--- config.mk ---
export PLATFORM = sky130hd
export DESIGN_NAME = mux_serial_ctrl
export DESIGN_NICKNAME = d
export VERILOG_FILES = /design/src/rtl/mux_serial_pkg.sv /design/src/rtl/mux_serial_ctrl.sv
export SDC_FILE = /design/constraint.sdc
export NUM_CORES = 1
export LEC_CHECK = 0
export ABC_AREA = 1
export BUFFER_PORTS_ARGS = -buffer_cell sky130_fd_sc_hd__buf_2
export CAP_MARGIN = 20
export CORE_MARGIN = 5
export CORE_UTILIZATION = 54
export DETAILED_ROUTE_END_ITERATION = 7
export PLACE_DENSITY_LB_ADDON = 0.3
export SLEW_MARGIN = 20
export SYNTH_ARGS = -nofsm -noshare
export SYNTH_HDL_FRONTEND = slang
export SYNTH_SLANG_ARGS = --single-unit
export TNS_END_PERCENT = 10
--- constraint.sdc ---
create_clock -name CLK -period 2.9 [get_ports CLK]
set_clock_uncertainty 0.1 [all_clocks]
set_input_delay 0.58 -clock CLK [delete_from_list [all_inputs] [get_ports CLK]]
set_output_delay 0.58 -clock CLK [all_outputs]
set_load 0.03 [all_outputs]
--- src/rtl/mux_serial_pkg.sv ---
`default_nettype none
// ============================================================================
// Module      : mux_serial_pkg
// Description : Shared types and helpers for the MUX serial frame sequencer.
//               Holds the sequencer state encoding and the counter-width
//               function.
// Revision    : 1.0 - initial release
// ============================================================================
package mux_serial_pkg;

    // Frame sequencer states
    typedef enum logic [2:0] {
        IDLE    = 3'd0,
        LOAD    = 3'd1,
        TX      = 3'd2,
        RX      = 3'd3,
        CAPTURE = 3'd4,
        GAP     = 3'd5
    } state_t;

    // Width needed to hold the largest phase length of a frame
    function automatic int cntWidth(input int txWidth, input int rxWidth, input int gapCycles);
        int m;
        m = txWidth;
        if (rxWidth > m) m = rxWidth;
        if (gapCycles > m) m = gapCycles;
        return $clog2(m + 1);
    endfunction

endpackage
`default_nettype wire

--- src/rtl/mux_serial_ctrl.sv ---
`default_nettype none
// ============================================================================
// Module      : mux_serial_ctrl
// Description : Frame sequencer for the MUX serial link. Accepts one command
//               per handshake, strobes an external TX shift register (load,
//               then shift MSB first), optionally strobes an external RX
//               shift register, captures the received word and returns one
//               response per command. All outputs are registered.
// Revision    : 1.0 - initial release
// ============================================================================
module mux_serial_ctrl
    import mux_serial_pkg::*;
#(
    parameter int TX_WIDTH   = 5,
    parameter int RX_WIDTH   = 5,
    parameter int GAP_CYCLES = 2
) (
    input  logic                CLK,
    input  logic                RESETn,
    input  logic                cmdValid,
    output logic                cmdReady,
    input  logic                cmdRead,
    input  logic [TX_WIDTH-1:0] cmdData,
    output logic                txLoad,
    output logic                txShift,
    output logic                rxShift,
    input  logic [RX_WIDTH-1:0] rxData,
    output logic [TX_WIDTH-1:0] txWord,
    output logic                serCsN,
    output logic                serClkEn,
    output logic                rspValid,
    input  logic                rspReady,
    output logic [RX_WIDTH-1:0] rspData,
    output logic                busy
);

    localparam int c_CNT_W = cntWidth(TX_WIDTH, RX_WIDTH, GAP_CYCLES);

    // Each phase counter is loaded with (length - 1) and the phase ends at zero
    localparam logic [c_CNT_W-1:0] c_TX_LAST  = c_CNT_W'(TX_WIDTH - 1);
    localparam logic [c_CNT_W-1:0] c_RX_LAST  = c_CNT_W'(RX_WIDTH - 1);
    localparam logic [c_CNT_W-1:0] c_GAP_LAST = c_CNT_W'((GAP_CYCLES > 0) ? (GAP_CYCLES - 1) : 0);
    localparam logic [c_CNT_W-1:0] c_ONE      = c_CNT_W'(1);
    localparam logic               c_HAS_GAP  = (GAP_CYCLES > 0);

    state_t               r_state;
    state_t               w_nextState;
    logic [c_CNT_W-1:0]   r_cnt;
    logic [c_CNT_W-1:0]   w_nextCnt;
    logic                 r_isRead;
    logic                 w_accept;
    logic                 w_rspSet;
    logic                 w_rspFromRx;
    logic                 w_nextRspValid;

    // cmdReady is a registered copy of (IDLE && no pending response)
    assign w_accept = cmdValid && cmdReady;

    // Next-state, phase counter and response bookkeeping
    always_comb begin
        w_nextState    = r_state;
        w_nextCnt      = r_cnt;
        w_rspSet       = 1'b0;
        w_rspFromRx    = 1'b0;
        w_nextRspValid = rspValid;

        case (r_state)
            IDLE: begin
                if (w_accept) begin
                    w_nextState = LOAD;
                end
            end
            LOAD: begin
                w_nextState = TX;
                w_nextCnt   = c_TX_LAST;
            end
            TX: begin
                if (r_cnt == '0) begin
                    if (r_isRead) begin
                        w_nextState = RX;
                        w_nextCnt   = c_RX_LAST;
                    end else begin
                        w_rspSet = 1'b1;
                        if (c_HAS_GAP) begin
                            w_nextState = GAP;
                            w_nextCnt   = c_GAP_LAST;
                        end else begin
                            w_nextState = IDLE;
                        end
                    end
                end else begin
                    w_nextCnt = r_cnt - c_ONE;
                end
            end
            RX: begin
                if (r_cnt == '0) begin
                    w_nextState = CAPTURE;
                end else begin
                    w_nextCnt = r_cnt - c_ONE;
                end
            end
            CAPTURE: begin
                w_rspSet    = 1'b1;
                w_rspFromRx = 1'b1;
                if (c_HAS_GAP) begin
                    w_nextState = GAP;
                    w_nextCnt   = c_GAP_LAST;
                end else begin
                    w_nextState = IDLE;
                end
            end
            GAP: begin
                if (r_cnt == '0) begin
                    w_nextState = IDLE;
                end else begin
                    w_nextCnt = r_cnt - c_ONE;
                end
            end
            default: begin
                w_nextState = IDLE;
                w_nextCnt   = '0;
            end
        endcase

        // A new response cannot coincide with a pending one: nothing is
        // accepted while rspValid is high.
        if (w_rspSet) begin
            w_nextRspValid = 1'b1;
        end else if (rspValid && rspReady) begin
            w_nextRspValid = 1'b0;
        end
    end

    // State register, phase counter and latched command
    always_ff @(posedge CLK or negedge RESETn) begin
        if (!RESETn) begin
            r_state  <= IDLE;
            r_cnt    <= '0;
            r_isRead <= 1'b0;
            txWord   <= '0;
        end else begin
            r_state <= w_nextState;
            r_cnt   <= w_nextCnt;
            if (w_accept) begin
                r_isRead <= cmdRead;
                txWord   <= cmdData;
            end
        end
    end

    // Registered outputs decoded from the upcoming state so they line up
    // exactly with the state they belong to
    always_ff @(posedge CLK or negedge RESETn) begin
        if (!RESETn) begin
            cmdReady <= 1'b0;
            txLoad   <= 1'b0;
            txShift  <= 1'b0;
            rxShift  <= 1'b0;
            serClkEn <= 1'b0;
            serCsN   <= 1'b1;
            busy     <= 1'b0;
            rspValid <= 1'b0;
            rspData  <= '0;
        end else begin
            cmdReady <= (w_nextState == IDLE) && !w_nextRspValid;
            txLoad   <= (w_nextState == LOAD);
            // No shift on the last TX cycle so the final bit is held a full cycle
            txShift  <= (w_nextState == TX) && (w_nextCnt != '0);
            rxShift  <= (w_nextState == RX);
            serClkEn <= (w_nextState == TX) || (w_nextState == RX);
            serCsN   <= !((w_nextState == LOAD) || (w_nextState == TX) ||
                          (w_nextState == RX)   || (w_nextState == CAPTURE));
            busy     <= (w_nextState != IDLE);
            rspValid <= w_nextRspValid;
            if (w_rspSet) begin
                rspData <= w_rspFromRx ? rxData : '0;
            end
        end
    end

endmodule
`default_nettype wire

==> qor.csv, run 1 <==
stage;metric;value;unit
run_status;status;complete, no violations;
placed_design;HPWL Detailed;1.74;mm
clocking;Hold Buf Count CTS;0;
critical_path;R2R Setup Slk;1.15;ns
critical_path;Crit Reg-Reg Startpoint;r_cnt[0];
clocking;CTS tree;yes;
synth;ys async rst share;1.00;
global_routing;pin count of the biggest net entering global routing;26;
synth;flop and latch count out of synthesis;25;
global_routing;Tot GR Track Use;0.158;
drt;Routed WL;2.22;mm
synth;top-count cell post-synth;nand2_1;
global_routing;initial antenna violation count;0;
finish;fillers;172;
critical_path;WP data arrival;1.86;ns
critical_path;FF-to-FF path depth;9;
drt;Detailed Routing Iterations Pass 1;4;
min_path;Hold Path Class;in2async;
global_routing;first-pass GRT wire length;4.09;mm
critical_path;worst setup path startpoint;r_cnt[0];
floorplan;die area;3250;sq um
clocking;clk buf depth;2;
synth;Synth Instances;130;
synth;post-synthesis sequential area ratio;0.526;
clocking;clock-pin slew on the worst setup and hold paths;0.13;ns
sta;max_slew headroom;0.648;
drt;# DRC;0;
floorplan;Initial Utilization;0.554;
synth;Yosys warning total;0;
floorplan;die width;57.0;microns
placed_design;area of placed instances;1380;sq um
clocking;setup bufs post-CTS;0;
sta;worst-margin pin slew;0.527;ns
placed_design;PortBufs;32;
flow_run;Max-cap violations;0;
floorplan;Die H;57.0;microns
critical_path;CP Capture Point;cmdReady;
synth;synthesized area per cell;9.16;sq um
synth;top cells by count, synth;nand2_1 (41), dfrtp_1 (24), nor2_1 (15);
sta;final setup violation count;0;
drt;routed vias/inst;4.87;
finish;Ant. Diodes;0;
finish;Multi-input gate area;499;sq um
critical_path;Critical Path Start Type;flop;
sta;fin. max-slew vios;0;
drt;vias;940;
finish;final instance area;1400;sq um
sta;Final Cycle Share;0.604;
synth;Post-synth EDFFs;0;
drt;Detail Route Antenna Nets;0;
synth;synthesized cell area;1190;sq um
pwr;maximum VDD drop;0.748;mV
finish;non-filler instance count after layout;193;
clocking;H-tree Lvls;1;
global_routing;vias in the first global route;949;
clocking;Worst-Skew Late Latency;0.31;ns
drt;initial drt markers;16;
clocking;CTS Buf Count;3;
floorplan;core area;2150;sq um
global_routing;grt ovf;0;
sta;Final Hold Slack;0.126;ns
floorplan;# rows;17;
sta;Final Hold Viols;0;
finish;Reg area;627;sq um
sta;f_max;0.571;GHz
critical_path;crit-path max FO;9;
critical_path;WP data required;3.01;ns
finish;area grow syn2layout;17.6;%
critical_path;reg2reg end;cmdReady;
pwr;Leak Pwr;0.771;nW
clocking;Clock Root Buffer;clkbuf_4;
critical_path;Crit. End Element;flop;
finish;fraction of layout instances using a drive strength above 1;0.339;
sta;Setup TNS Final;0;ns
synth;Distinct cells, synth;21;
synth;synth top area cells;dfrtp_1 (50%), nand2_1 (13%), mux2_2 (4.7%);
sta;fin crit period;1.75;ns
clocking;Resized Gates After CTS;0;
finish;Final nets;183;
placed_design;dpl cells;189;
floorplan;I/O Pins;33;
pwr;Power Density;1330;nW/um^2
synth;Mapped Nets;147;
clocking;clock net sink count;25;
sta;unrepaired setup endpoints after global routing;no;
synth;area share of the largest cell type after synthesis;0.504;
synth;Synth Flop Type;dfrtp_1;
placed_design;gpl congestion;0.856;
critical_path;worst setup path class;reg2reg;
synth;cell taking the most area after synthesis;dfrtp_1;
drt;DR WL/cell;11.5;microns
[state kept, by name (all words and copies together) (netlist names), 3 cells and up]
signal,flops
txWord,5
r_cnt,3
rspData,5
r_state,3
[where the power goes]
| group | total [mW] | switching, mW | internal, mW |
|---|---|---|---|
| combinational | 1.09 | 0.741 | 0.353 |
| sequential | 0.626 | 0.103 | 0.523 |
| clock | 0.148 | 0.0947 | 0.0537 |
| total | 1.87 | 0.939 | 0.930 |
[worst max-delay path, stage by stage (launching register included)]
cell	delay, ns
dfrtp_1	0.41
inv_1	0.11
ha_1	0.20
inv_1	0.09
nor2_4	0.22
nand3_2	0.20
nand3_1	0.16
nor2_1	0.06
nand2_2	0.08
nor2_2	0.03
[cells by family (layout without fill, tap and decap cells)]
kind of cell             count (synthesis)  count (layout)  share of synthesized area
AO/OA/AOI/OAI                            6               6                     0.0294
flip-flops                              25              25                      0.526
adder cells (fa/ha/maj)                  2               2                     0.0210
AND/OR/NAND/NOR                         78              78                      0.321
multiplexers                             5               5                     0.0473
buffers and inverters                   14              49                     0.0546
[placed cells by master (no fill, tap or decap), drive strengths merged, types with 2 or more instances in the layout]
cell     n
nand2   44
buf     32
dfrtp   24
nor2    19
nand3   12
inv     12
mux2     5
a21oi    4
clkbuf   4
o211ai   2
ha       2
nor3     2
[metal layers]
metal,track usage,routed length [microns],up-vias
met5,0,0,-
met4,0.0662,25,0
met1,0.194,924,424
met2,0.274,1150,27
li1,-,-,485
met3,0.0249,122,4
[area by class of cell]
| class | instances | share of cell area |
|---|---|---|
| inverter | 13 | 0.0384 |
| clock buffer | 4 | 0.0188 |
| sequential | 25 | 0.447 |
| tap | 28 | 0.0250 |
| multi-input combinational | 91 | 0.356 |
| timing repair buffer | 32 | 0.114 |
[worst min-delay path by stage]
| stage | endpoint | cells past startpoint | start |
|---|---|---|---|
| 2_1_floorplan | busy | 0 | RESETn |
| 3_3_place_gp | rspData[4] | 2 | rspData[4] |
| 3_5_place_dp | rspData[4] | 2 | rspData[4] |
| 4_1_cts | txWord[2] | 1 | RESETn |
| 5_1_grt | txWord[1] | 1 | RESETn |
| 6_report | txWord[2] | 1 | RESETn |
[per-stage QoR]
| stage | utilization | worst slack (ns) | power, mW |
|---|---|---|---|
| 5_1_grt | 0.652 | 0.931 | 2.06 |
| 3_5_place_dp | 0.640 | 1.15 | 1.74 |
| 6_report | 0.652 | 1.15 | 1.87 |
| 4_1_cts | 0.652 | 1.13 | 1.89 |
| 2_1_floorplan | - | 1.37 | 1.49 |
| 3_3_place_gp | 0.640 | 1.19 | 1.72 |
(Power assumes the default switching activity.)
==> inputs of run 2 (changes only) <==
- ABC_AREA: 1 -> 0
- CORE_UTILIZATION: 54 -> 50
- clock period: 2.9 -> 1.65 ns (I/O delays scaled with it)
==> run 2 against run 1 <==
The flow now finishes with violations (negative setup slack). Register-to-register slack got worse by 1.3 ns. First-iteration DRC count up 50%. Clock-buffer cell count is 1 lower. Die area is 7.1% higher. Flip-flop and latch count did not move.
==> qor.csv, run 2 <==
stage;metric;value;unit;change
run_status;status;complete, but fails checks;;
run_status;failing checks;negative setup slack;;
floorplan;die area;3480;sq um;+7.1%
drt;Detail Route Antenna Nets;0;;unchanged
synth;ys async rst share;1.00;;unchanged
synth;area share of the largest cell type after synthesis;0.501;;-0.00316
floorplan;Die H;59.0;microns;+3.5%
synth;cell taking the most area after synthesis;dfrtp_1;;
sta;fin. max-slew vios;0;;unchanged
finish;Ant. Diodes;0;;unchanged
finish;non-filler instance count after layout;177;;-8.3%
critical_path;Critical Path Start Type;flop;;
global_routing;pin count of the biggest net entering global routing;26;;unchanged
global_routing;grt ovf;0;;unchanged
synth;Mapped Nets;114;;-22%
drt;Routed WL;2.83;mm;+27%
sta;worst-margin pin slew;0.544;ns;+0.0168 ns
clocking;clk buf depth;2;;unchanged
finish;fraction of layout instances using a drive strength above 1;0.617;;+0.278
floorplan;I/O Pins;33;;unchanged
critical_path;WP data arrival;1.96;ns;+0.10 ns
synth;Distinct cells, synth;43;;+100%
sta;fin crit period;1.80;ns;+0.0476 ns
drt;initial drt markers;24;;+8
synth;Synth Flop Type;dfrtp_1;;
synth;synthesized area per cell;12.4;sq um;+35%
clocking;H-tree Lvls;1;;unchanged
critical_path;worst setup path class;reg2reg;;
finish;most frequent cells in the layout;buf_2 (32), dfrtp_1 (20), buf_4 (19);;
synth;synth top area cells;dfrtp_1 (50%), mux2_2 (5.6%), a22o_1 (3.7%);;
drt;DR WL/cell;16.0;microns;+39%
placed_design;PortBufs;32;;unchanged
clocking;CTS Buf Count;3;;unchanged
finish;Final nets;167;;-8.7%
synth;Synth Instances;97;;-25%
sta;final worst slack;-0.150;ns;-1.30 ns
critical_path;WP data required;1.81;ns;-1.20 ns
clocking;Worst-Skew Late Latency;0.31;ns;about the same
drt;routed vias/inst;5.62;;+15%
finish;Largest regs;rspData (5), txWord (5);;
pwr;Power Density;2200;nW/um^2;+65%
finish;Final Util;0.723;;+0.0708
finish;area grow syn2layout;36.0;%;
sta;final setup violation count;6;;+6
synth;top-count cell post-synth;dfrtp_1;;
placed_design;gpl congestion;0.902;;+5.4%
finish;final instance area;1630;sq um;+16%
floorplan;# rows;17;;unchanged
finish;most common cell after layout, fill and taps aside;buf_2;;
global_routing;Tot GR Track Use;0.167;;+0.00933
placed_design;HPWL Detailed;1.96;mm;+12%
global_routing;initial antenna violation count;0;;unchanged
synth;Yosys warning total;0;;unchanged
pwr;maximum VDD drop;1.47;mV;+96%
floorplan;core area;2250;sq um;+5.0%
critical_path;crit-path max FO;7;;-2
placed_design;area of placed instances;1490;sq um;+8.0%
sta;Setup TNS Final;-0.518;ns;-0.518 ns
floorplan;Initial Utilization;0.532;;-0.0228
flow_run;Max-cap violations;0;;unchanged
pwr;Leak Pwr;0.748;nW;-3.0%
drt;Detailed Routing Iterations Pass 1;4;;unchanged
placed_design;dpl cells;166;;-12%
synth;synthesized cell area;1200;sq um;+0.63%
sta;Final Cycle Share;1.09;;+0.487
synth;post-synthesis sequential area ratio;0.523;;-0.00330
clocking;CTS tree;yes;;
clocking;Clock Root Buffer;clkbuf_4;;
sta;f_max;0.556;GHz;-2.6%
global_routing;first-pass GRT wire length;4.46;mm;+8.9%
synth;flop and latch count out of synthesis;25;;unchanged
sta;unrepaired setup endpoints after global routing;yes;;
synth;Post-synth EDFFs;0;;unchanged
global_routing;vias in the first global route;1005;;+5.9%
floorplan;die width;59.0;microns;+3.5%
synth;top cells by count, synth;dfrtp_1 (24), mux2_2 (6), a22o_1 (5), nor2_1 (5), inv_1 (4);;
clocking;clock-pin slew on the worst setup and hold paths;0.14;ns;about the same
drt;# DRC;0;;unchanged
drt;vias;994;;+5.7%
sta;Final Hold Viols;0;;unchanged
sta;max_slew headroom;0.637;;-0.0112
min_path;Hold Path Class;in2reg;;
finish;fillers;171;;-0.58%
critical_path;Crit. End Element;flop;;
clocking;clock net sink count;25;;unchanged
run 2: per-stage QoR:
| stage | setup slack [ns] | total power, mW | hold WS (ns) |
|---|---|---|---|
| after floorplan | -0.00174 | 2.45 | -0.0656 |
| after global placement | -0.0212 | 2.91 | 0.241 |
| after detailed placement | -0.0922 | 2.97 | 0.248 |
| after CTS | -0.0884 | 3.42 | 0.0797 |
| after global routing | -0.188 | 3.81 | 0.0558 |
| final | -0.150 | 3.59 | 0.0902 |
run 2: cell type report:
cell class / instances / area (sq um) / area share
clock inverter: 1 / 7.51 / 0.00460
multi-input combinational: 64 / 606 / 0.371
tap: 28 / 35.0 / 0.0215
sequential: 25 / 632 / 0.388
timing repair buffer: 52 / 313 / 0.192
clock buffer: 3 / 22.5 / 0.0138
inverter: 4 / 15.0 / 0.00921
run 2: logic make-up (layout without fill, tap and decap cells):
group                    count (synthesis)  in the layout  synth area share
AND/OR/NAND/NOR                         27             27             0.134
adder cells (fa/ha/maj)                  2              2            0.0209
multiplexers                             6              6            0.0564
buffers and inverters                    8             60            0.0470
AO/OA/AOI/OAI                           28             28             0.212
flip-flops                              25             25             0.523
XOR/XNOR                                 1              1           0.00731
run 2: worst max-delay path, cell delays in order, from the launching register on:
cell	delay [ns]
dfrtp_1	0.43
inv_2	0.11
ha_4	0.17
nor2b_4	0.30
buf_4	0.18
nand2_1	0.05
a32o_1	0.24
xor2_1	0.17
run 2: power breakdown:
| part | switching (mW) | internal (mW) | total [mW] | leakage (nW) |
|---|---|---|---|---|
| registers | 0.223 | 0.878 | 1.10 | 0.302 |
| clock network | 0.187 | 0.0924 | 0.280 | 0.0139 |
| logic | 1.19 | 1.03 | 2.21 | 0.431 |
run 2: path summary, 6_finish.rpt:
check	start	cells past startpoint	to	slack (ns)
worst max-delay path	r_cnt[0]	7	serCsN	-0.15
worst min-delay path	rspReady	2	rspValid	0.09
worst max register to register	r_cnt[0]	7	serCsN	-0.15
worst min register to register	rspData[1]	1	rspData[1]	0.42
max in group asynchronous	RESETn	2	r_state[1]	0.65
min in group asynchronous	RESETn	2	r_cnt[2]	0.41
run 2: timing repair:
action                     CTS  global route
buffers inserted             4             2
pin swaps                    5             5
hold endpoints to repair    24             0
gates resized for setup      5             8
hold buffers                 1             0
setup endpoints to repair    2            12
run 2: metal layers:
metal | up-vias | share of wire | GRT usage
met5 | - | 0 | 0
met4 | 0 | 0.031 | 0.0712
li1 | 459 | - | -
met1 | 481 | 0.39 | 0.204
met2 | 46 | 0.50 | 0.285
met3 | 8 | 0.076 | 0.0307
